**config.mk**
```make
export PLATFORM = sky130hd
export DESIGN_NAME = led_fade_ctrl
export DESIGN_NICKNAME = d
export VERILOG_FILES = /design/src/rtl/minivan_pkg.sv /design/src/rtl/led_fade_prescaler.sv /design/src/rtl/led_fade_ctrl.sv
export SDC_FILE = /design/constraint.sdc
export NUM_CORES = 1
export LEC_CHECK = 0
export CORE_ASPECT_RATIO = 2
export CORE_MARGIN = 4
export CORE_UTILIZATION = 35
export DETAILED_ROUTE_END_ITERATION = 6
export PLACE_DENSITY = 0.58
export SYNTH_ARGS = -nofsm -noshare
export SYNTH_HDL_FRONTEND = slang
export SYNTH_HIERARCHICAL = 1
export SYNTH_SLANG_ARGS = --single-unit
```
**constraint.sdc**
```tcl
create_clock -name clk -period 12.7 [get_ports clk]
set_clock_uncertainty 0.15 [all_clocks]
set_input_delay 1.905 -clock clk [delete_from_list [all_inputs] [get_ports clk]]
set_output_delay 1.905 -clock clk [all_outputs]
set_load 0.01 [all_outputs]
```
**src/rtl/minivan_pkg.sv**
```systemverilog
// minivan_pkg: shared fade FSM encoding, default widths and the per-channel step helper
package minivan_pkg;
  localparam int DIV_W_DEF = 16;
  localparam int STEP_W_DEF = 4;
  typedef enum logic [1:0] {IDLE, RAMP, DONE} fade_state_t;
  function automatic logic [7:0] step_toward(input logic [7:0] duty, input logic [7:0] goal, input logic [8:0] step);
    logic signed [8:0] diff;
    logic [8:0] mag;
    diff = $signed({1'b0, goal}) - $signed({1'b0, duty});
    mag = diff[8] ? 9'(-diff) : 9'(diff);
    return (mag <= step) ? goal : diff[8] ? duty - step[7:0] : duty + step[7:0];
  endfunction
endpackage

```
**src/rtl/led_fade_prescaler.sv**
```systemverilog
// led_fade_prescaler: tick every period+1 cycles while clr is low, counter held at 0 while clr is high
module led_fade_prescaler
  import minivan_pkg::*;
#(
  parameter int DIV_W = DIV_W_DEF
) (
  input  logic             clk,
  input  logic             resetb,
  input  logic             clr,
  input  logic [DIV_W-1:0] period,
  output logic             tick
);
  logic [DIV_W-1:0] cnt_q, cnt_d;
  always_comb begin
    tick = !clr && (cnt_q >= period);
    cnt_d = (clr || tick) ? '0 : cnt_q + 1'b1;
  end
  always_ff @(posedge clk or negedge resetb) begin
    if (!resetb) cnt_q <= '0;
    else cnt_q <= cnt_d;
  end
endmodule

```
**src/rtl/led_fade_ctrl.sv**
```systemverilog
// led_fade_ctrl: RGB duty fader (IDLE/RAMP/DONE), breathing mode enabled by LED_FADE_BREATHE_EN
module led_fade_ctrl
  import minivan_pkg::*;
#(
  parameter int DIV_W  = DIV_W_DEF,
  parameter int STEP_W = STEP_W_DEF
) (
  input  logic              clk,
  input  logic              resetb,
  input  logic              ena,
  input  logic [7:0]        target_r,
  input  logic [7:0]        target_g,
  input  logic [7:0]        target_b,
  input  logic [DIV_W-1:0]  step_div,
  input  logic [STEP_W-1:0] step_size,
  input  logic              breathe,
  output logic [7:0]        duty_r,
  output logic [7:0]        duty_g,
  output logic [7:0]        duty_b,
  output logic              busy,
  output logic              done
);
  fade_state_t state_q, state_d;
  logic [7:0] duty_r_q, duty_g_q, duty_b_q, duty_r_d, duty_g_d, duty_b_d;
  logic [7:0] goal_r, goal_g, goal_b;
  logic [8:0] step;
  logic phase_q, brth, tick, at_goal, upd, clr;
`ifdef LED_FADE_BREATHE_EN
  logic phase_d;
  assign brth = breathe;
  assign phase_d = (state_d == IDLE) ? 1'b0 : (state_q == DONE) ? ~phase_q : phase_q;
  always_ff @(posedge clk or negedge resetb) begin
    if (!resetb) phase_q <= 1'b0;
    else phase_q <= phase_d;
  end
`else
  logic unused_breathe;
  assign unused_breathe = breathe;
  assign brth = 1'b0;
  assign phase_q = 1'b0;
`endif
  always_comb begin
    goal_r = phase_q ? 8'h00 : target_r;
    goal_g = phase_q ? 8'h00 : target_g;
    goal_b = phase_q ? 8'h00 : target_b;
    at_goal = (duty_r_q == goal_r) && (duty_g_q == goal_g) && (duty_b_q == goal_b);
    step = (step_size == '0) ? 9'd1 : 9'(step_size);
    clr = (state_q != RAMP) || !ena;
    upd = !clr && tick;
    duty_r_d = upd ? step_toward(duty_r_q, goal_r, step) : duty_r_q;
    duty_g_d = upd ? step_toward(duty_g_q, goal_g, step) : duty_g_q;
    duty_b_d = upd ? step_toward(duty_b_q, goal_b, step) : duty_b_q;
    state_d = !ena ? IDLE
            : (state_q == IDLE) ? (at_goal ? IDLE : RAMP)
            : (state_q == RAMP) ? (at_goal ? DONE : RAMP)
            : (brth ? RAMP : IDLE);
  end
  led_fade_prescaler #(.DIV_W(DIV_W)) u_presc (
    .clk(clk), .resetb(resetb), .clr(clr), .period(step_div), .tick(tick)
  );
  always_ff @(posedge clk or negedge resetb) begin
    if (!resetb) begin
      state_q <= IDLE;
      duty_r_q <= 8'h00;
      duty_g_q <= 8'h00;
      duty_b_q <= 8'h00;
    end else begin
      state_q <= state_d;
      duty_r_q <= duty_r_d;
      duty_g_q <= duty_g_d;
      duty_b_q <= duty_b_d;
    end
  end
  assign duty_r = duty_r_q;
  assign duty_g = duty_g_q;
  assign duty_b = duty_b_q;
  assign busy = (state_q == RAMP);
  assign done = (state_q == DONE);
endmodule

```
==> results.md, run 1 <==
* Final clock period utilization by the worst path at 0.511
* Maximum VDD drop at 0.0000609 V
* Post-synthesis area per instance at 8.41 um2
* Worst setup EP type: flip-flop
* Arrival time reported for the critical path endpoint at 6.56 ns
* CTS sink cnt at 42
* Main area contributors after synthesis: sky130_fd_sc_hd__dfrtp_1 (20%), sky130_fd_sc_hd__ha_1 (19%), sky130_fd_sc_hd__xor2_1 (5.3%)
* Maximum fanout along the worst path at 12
* Total negative slack for setup checks at 0 ns
* WP buf/inv at 2
* Highest clock rate at 154 MHz
* Family with the most delay on the worst path: compound AO/OA/AOI/OAI gates
* Required time worst endpoint at 12.77 ns
* Pin count of the biggest net entering global routing at 62
* Category of the most critical setup path: in2reg
* Ys Warns at 6
* Post-CTS setup buffers at 0
* Hold-fix buffers, CTS at 0
* Post-Route Utilization at 0.425
* Std-Cell Rows at 63
* Measured slew at the worst slew-check pin at 1.15 ns
* Clock network latency to the later pin of the worst-skew pair at 0.29 ns
* Setup crit start kind: input port
* Area growth from synthesis to final layout at 19.8%
* Number of buffers on the longest clock path at 2
* PD cells at 62.7 nW/um2
* Placeable core area at 14800 um2
* Flops & latches, synth at 42
* Global-route wire length before repair at 24200 um
* Hold/Removal Path Class: reg2reg
* Max incr delay on CP at 0.53 ns
* Power, Total at 395 uW
* Total clock buffers created by CTS at 5
* Final GP Congestion at 0.845
* Reg2Reg Launch Point: duty_g[0]
* Combined global-route utilization of all metal layers at 0.176
* DR pass1 iterations at 4
* Hold path start: u_presc/cnt_q[0]
* Most frequent cells after synthesis: sky130_fd_sc_hd__ha_1 (79), sky130_fd_sc_hd__inv_1 (65), sky130_fd_sc_hd__nor2_1 (48)
* Synth Flop Type: sky130_fd_sc_hd__dfrtp_1
* Resized cells post-CTS at 0
* Cell chain of the critical path: clkdlybuf4s50_1 > inv_1 > ha_1 > fa_1 > nand2b_1 > a21oi_1 > a221o_1 > nor2_1 > a21oi_1 > ha_1 > a21o_1 > a21o_1 > a311oi_1 > a21oi_1 > xor2_1 > or4b_1 > nand3_1
* Net count of the finished layout at 820
* Initial antenna violation count at 0
* Port-buffer cells at 72
* HPWL reported at the end of detailed placement at 12200 um
* Clock Tree Root: sky130_fd_sc_hd__clkbuf_16
* Synth Instances at 626
* Number of pins exceeding their max-slew limit in the final report at 0
* Fraction of registers with async set/reset at 1.00
* Cell with the most instances on the worst path: sky130_fd_sc_hd__a21oi_1
* Initial Util at 0.355
* Post-detailed-routing wire length at 14800 um
* First-iteration detailed-routing DRC count at 153
* Leakage power at 2.92 nW
* EDFF count, synth at 0
* Total die area at 17200 um2
* Total global routing overflow at 0
* Design area at 6300 um2
* Width of the chip at 94.7 um
* Number of maximum-capacitance constraint violations at 0
* Synth unique cells at 72
* Worst setup startpoint: target_g[0]
* Share of final-layout standard cells stronger than drive strength 1 at 0.0509
* Area of the mapped netlist at 5260 um2
* Synthesized Nets at 759
* Unrepaired setup endpoints after global routing: no
* Area after detailed placement at 6140 um2
* Routed vias/inst at 5.41
* Worst slew slack as a fraction of its limit at 0.236
* Number of H-tree levels at 2
* Most used standard cell by instance count after synthesis: sky130_fd_sc_hd__ha_1
* Final-report hold violation count at 0
* Run status: finished clean
* Final worst path period need at 6.49 ns
* Clock-pin slew reported for the worst setup and hold paths after clock tree synthesis at 0.06 ns
* Ant. Diodes at 0
* DR WL/cell at 16.8 um
* Die boundary height at 181 um
* Slowest stage cell, crit path: sky130_fd_sc_hd__a311oi_1
* Setup Viol. Count Final at 0
* Area share of the largest cell type after synthesis at 0.200
* Overall via count from detail_route at 4775
* Post-route DRC at 0
* Share of synthesized area occupied by flip-flops and latches at 0.200
* CTS tree: done
* Vias in the first global route at 5125
* Area leader, netlist: sky130_fd_sc_hd__dfrtp_1
* Ports placed on the boundary at 74
* Post-route ant nets at 0
[state kept, by name, indices dropped and copies added (netlist names)]
register and flops:
duty_g 8, duty_r 8, duty_b 8, u_presc/cnt_q 16
state_q 2
[layer usage]
layer,global-route usage,vias up,share of wire
li1,-,2374,-
met1,0.166,2254,0.35
met5,0,-,0
met3,0.0220,33,0.036
met2,0.359,114,0.58
met4,0.0688,0,0.037
[power breakdown]
part	switching (mW)	internal (mW)	leakage (nW)
clock	0.0574	0.0930	0.0771
sequential	0.000598	0.134	0.474
combinational	0.0608	0.0494	2.37
total	0.119	0.277	2.92
[cells by family after synthesis]
kind of cell    Yosys count  synth area share
buf+inv                  86            0.0663
simple gates            208             0.216
flops                    42             0.200
fa+ha+maj                85             0.211
compound gates          141             0.198
xor+xnor                 54            0.0898
mux                      10            0.0193
[stage by stage]
step,setup WS [ns],hold slack [ns],cells
floorplan,7.12,0.336,626
global placement,5.98,0.385,875
detailed placement,5.94,0.388,875
CTS,6.20,0.403,883
global route,5.98,0.433,883
finish,6.21,0.401,883
[layout by cell type, fill, tap and decap left out, types with 21 or more instances in the layout]
cell,instances
sky130_fd_sc_hd__nor2_1,48
sky130_fd_sc_hd__ha_1,79
sky130_fd_sc_hd__a21o_1,21
sky130_fd_sc_hd__nand2_1,42
sky130_fd_sc_hd__a21oi_1,30
sky130_fd_sc_hd__xor2_1,32
sky130_fd_sc_hd__nand3_1,25
sky130_fd_sc_hd__dfrtp_1,42
sky130_fd_sc_hd__xnor2_1,22
sky130_fd_sc_hd__clkdlybuf4s50_1,71
sky130_fd_sc_hd__inv_1,65
[area by class of cell]
class                   count  area, um2
well taps                 195        244
fillers                  1531       8510
repair buffers             74        731
clock buffers               6        129
clock inverters             2       37.5
multi-input cells         498       3860
inverters                  66        248
flip-flops and latches     42       1050
[final timing paths]
check	slack [ns]	to	depth (start not counted)
max in group asynchronous	10.09	duty_g[3]	1
worst min-delay path	0.40	u_presc/cnt_q[0]	1
worst min register to register	0.40	u_presc/cnt_q[0]	1
worst max-delay path	6.21	duty_g[7]	17
min in group asynchronous	1.66	duty_r[1]	1
worst max register to register	7.92	duty_g[7]	15
(Power assumes the default switching activity.)
==> inputs of run 2 (changes only) <==
clock period = 6.7 ns   (was 12.7 ns; I/O delays follow)
==> results.md, run 2 (synthesis gave the netlist of run 1 again) <==
* Resized cells post-CTS at 0 (unchanged)
* Clock network latency to the later pin of the worst-skew pair at 0.30 ns (about the same)
* Number of buffers on the longest clock path at 2 (unchanged)
* Least setup slack across all paths after layout at 1.18 ns (-5.03 ns)
* Worst setup startpoint: target_g[0]
* Total area of sequential cells at 1050 um2 (unchanged)
* Setup Viol. Count Final at 0 (unchanged)
* Measured slew at the worst slew-check pin at 1.06 ns (-0.0821 ns)
* Total die area at 17200 um2 (unchanged)
* Post-route DRC at 0 (unchanged)
* Maximum VDD drop at 0.0000828 V (+36%)
* Required time worst endpoint at 6.78 ns (-5.99 ns)
* Ports placed on the boundary at 74 (unchanged)
* Clock Tree Root: sky130_fd_sc_hd__clkbuf_16
* Overall via count from detail_route at 4795 (+0.42%)
* Clock-pin slew reported for the worst setup and hold paths after clock tree synthesis at 0.06 ns (about the same)
* Number of fillers in the final layout at 1563 (+2.1%)
* Final-report hold violation count at 0 (unchanged)
* Highest clock rate at 181 MHz
* Worst slack at placement at 0.868 ns (-5.07 ns)
* Final worst path period need at 5.52 ns
* CTS sink cnt at 42 (unchanged)
* First-iteration detailed-routing DRC count at 186 (+22%)
* Number of maximum-capacitance constraint violations at 0 (unchanged)
* Flip-flop count of the largest register, all copies and words added at 16 (unchanged)
* Placeable core area at 14800 um2 (unchanged)
* DR pass1 iterations at 4 (unchanged)
* Arrival time reported for the critical path endpoint at 5.60 ns (-0.96 ns)
* Reg2Reg Launch Point: duty_g[0]
* Ant. Diodes at 0 (unchanged)
* Total clock buffers created by CTS at 5 (unchanged)
* Hold path start: u_presc/cnt_q[0]
* Worst slew slack as a fraction of its limit at 0.270 (+0.0344)
* Maximum fanout along the worst path at 12 (unchanged)
* Share of final-layout standard cells stronger than drive strength 1 at 0.0523 (+0.00145)
* Vias in the first global route at 5043 (-1.6%)
* Post-Route Utilization at 0.427 (+0.00186)
* Initial Util at 0.355 (unchanged)
* Post-detailed-routing wire length at 14800 um (about the same)
* Hold-fix buffers, CTS at 0 (unchanged)
* Combined global-route utilization of all metal layers at 0.176 (about the same)
* Power, Total at 795 uW (+100%)
* Leakage power at 2.94 nW (+0.58%)
* Total global routing overflow at 0 (unchanged)
* Endpoint of the lowest-slack register-to-register path: duty_g[7]
* Net count of the finished layout at 820 (unchanged)
* Pin count of the biggest net entering global routing at 62 (unchanged)
* Worst setup path endpoint: duty_g[7]
* Hold/Removal Path Class: reg2reg
* Worst hold slack at 0.406 ns (+0.00472 ns)
* Worst R2R Setup Slack at 1.96 ns (-5.96 ns)
* CTS tree: done
* Most frequent standard cell in the layout excluding fill and tap cells: sky130_fd_sc_hd__ha_1
* DR WL/cell at 16.8 um (about the same)
* Leading cell types in the layout, fill and taps excluded: sky130_fd_sc_hd__ha_1 (79), sky130_fd_sc_hd__clkdlybuf4s50_1 (71), sky130_fd_sc_hd__inv_1 (65)
* Worst setup EP type: flip-flop
* Area of combinational cells with multiple inputs at 3860 um2 (unchanged)
* Die boundary height at 181 um (unchanged)
* Register-to-Register Path Depth at 15 (unchanged)
* Final GP Congestion at 0.859 (+1.7%)
* Global-route wire length before repair at 24000 um (-1.0%)
* Port-buffer cells at 72 (unchanged)
* Largest reg by FF count: u_presc/cnt_q
* Category of the most critical setup path: in2reg
* PD cells at 126 nW/um2 (+100%)
* Run status: finished clean
* Routed vias/inst at 5.43 (+0.42%)
* Final clock period utilization by the worst path at 0.825
* Area growth from synthesis to final layout at 20.3%
* Initial antenna violation count at 0 (unchanged)
* Setup crit start kind: input port
* Width of the chip at 94.7 um (unchanged)
* HPWL reported at the end of detailed placement at 12100 um (about the same)
* Post-route ant nets at 0 (unchanged)
* Number of pins exceeding their max-slew limit in the final report at 0 (unchanged)
* Total negative slack for setup checks at 0 ns (unchanged)
* Unrepaired setup endpoints after global routing: no
* Post-CTS setup buffers at 0 (unchanged)
* Number of H-tree levels at 2 (unchanged)
* Std-Cell Rows at 63 (unchanged)
run 2: power by group:
group	internal [mW]	switching [mW]	total, mW
Sequential	0.254	0.00117	0.255
Clock	0.215	0.117	0.332
Combinational	0.0938	0.114	0.208
run 2: final cells by class:
class / instances / share of cell area
timing repair buffer: 74 / 0.115
sequential: 42 / 0.166
tap: 195 / 0.0385
inverter: 66 / 0.0391
clock inverter: 3 / 0.0109
clock buffer: 5 / 0.0198
multi-input combinational: 498 / 0.610
run 2: layer usage:
layer,global-route usage,wire [um]
met1,0.170,5260
met2,0.352,8470
met3,0.0178,424
met4,0.0833,666
met5,0,0
run 2: stage by stage:
step           std cells  cell area [um2]
2_1_floorplan        626             5260
6_report             883             6330
3_5_place_dp         875             6140
3_3_place_gp         875             6140
4_1_cts              883             6330
5_1_grt              883             6330
run 2: how the worst min path moves through the flow:
stage	depth (start not counted)	slack, ns	endpoint
floorplan	1	0.34	u_presc/cnt_q[0]
global route	1	0.44	u_presc/cnt_q[0]
global placement	1	0.39	u_presc/cnt_q[0]
detailed placement	1	0.40	u_presc/cnt_q[0]
CTS	1	0.42	u_presc/cnt_q[0]
finish	1	0.41	u_presc/cnt_q[0]
run 2: critical path, stage by stage:
cell                              delay (ns)
sky130_fd_sc_hd__clkdlybuf4s50_1        0.45
sky130_fd_sc_hd__inv_1                  0.06
sky130_fd_sc_hd__ha_1                   0.23
sky130_fd_sc_hd__fa_1                   0.41
sky130_fd_sc_hd__nand2b_1               0.20
sky130_fd_sc_hd__a21oi_1                0.26
sky130_fd_sc_hd__a221o_1                0.46
sky130_fd_sc_hd__nor2_1                 0.07
sky130_fd_sc_hd__a21oi_1                0.29
sky130_fd_sc_hd__ha_1                   0.30
sky130_fd_sc_hd__a21o_1                 0.18
sky130_fd_sc_hd__a21o_1                 0.20
sky130_fd_sc_hd__a311oi_1               0.54
sky130_fd_sc_hd__a21oi_1                0.16
sky130_fd_sc_hd__xor2_1                 0.19
sky130_fd_sc_hd__or4b_1                 0.51
sky130_fd_sc_hd__nand3_1                0.10
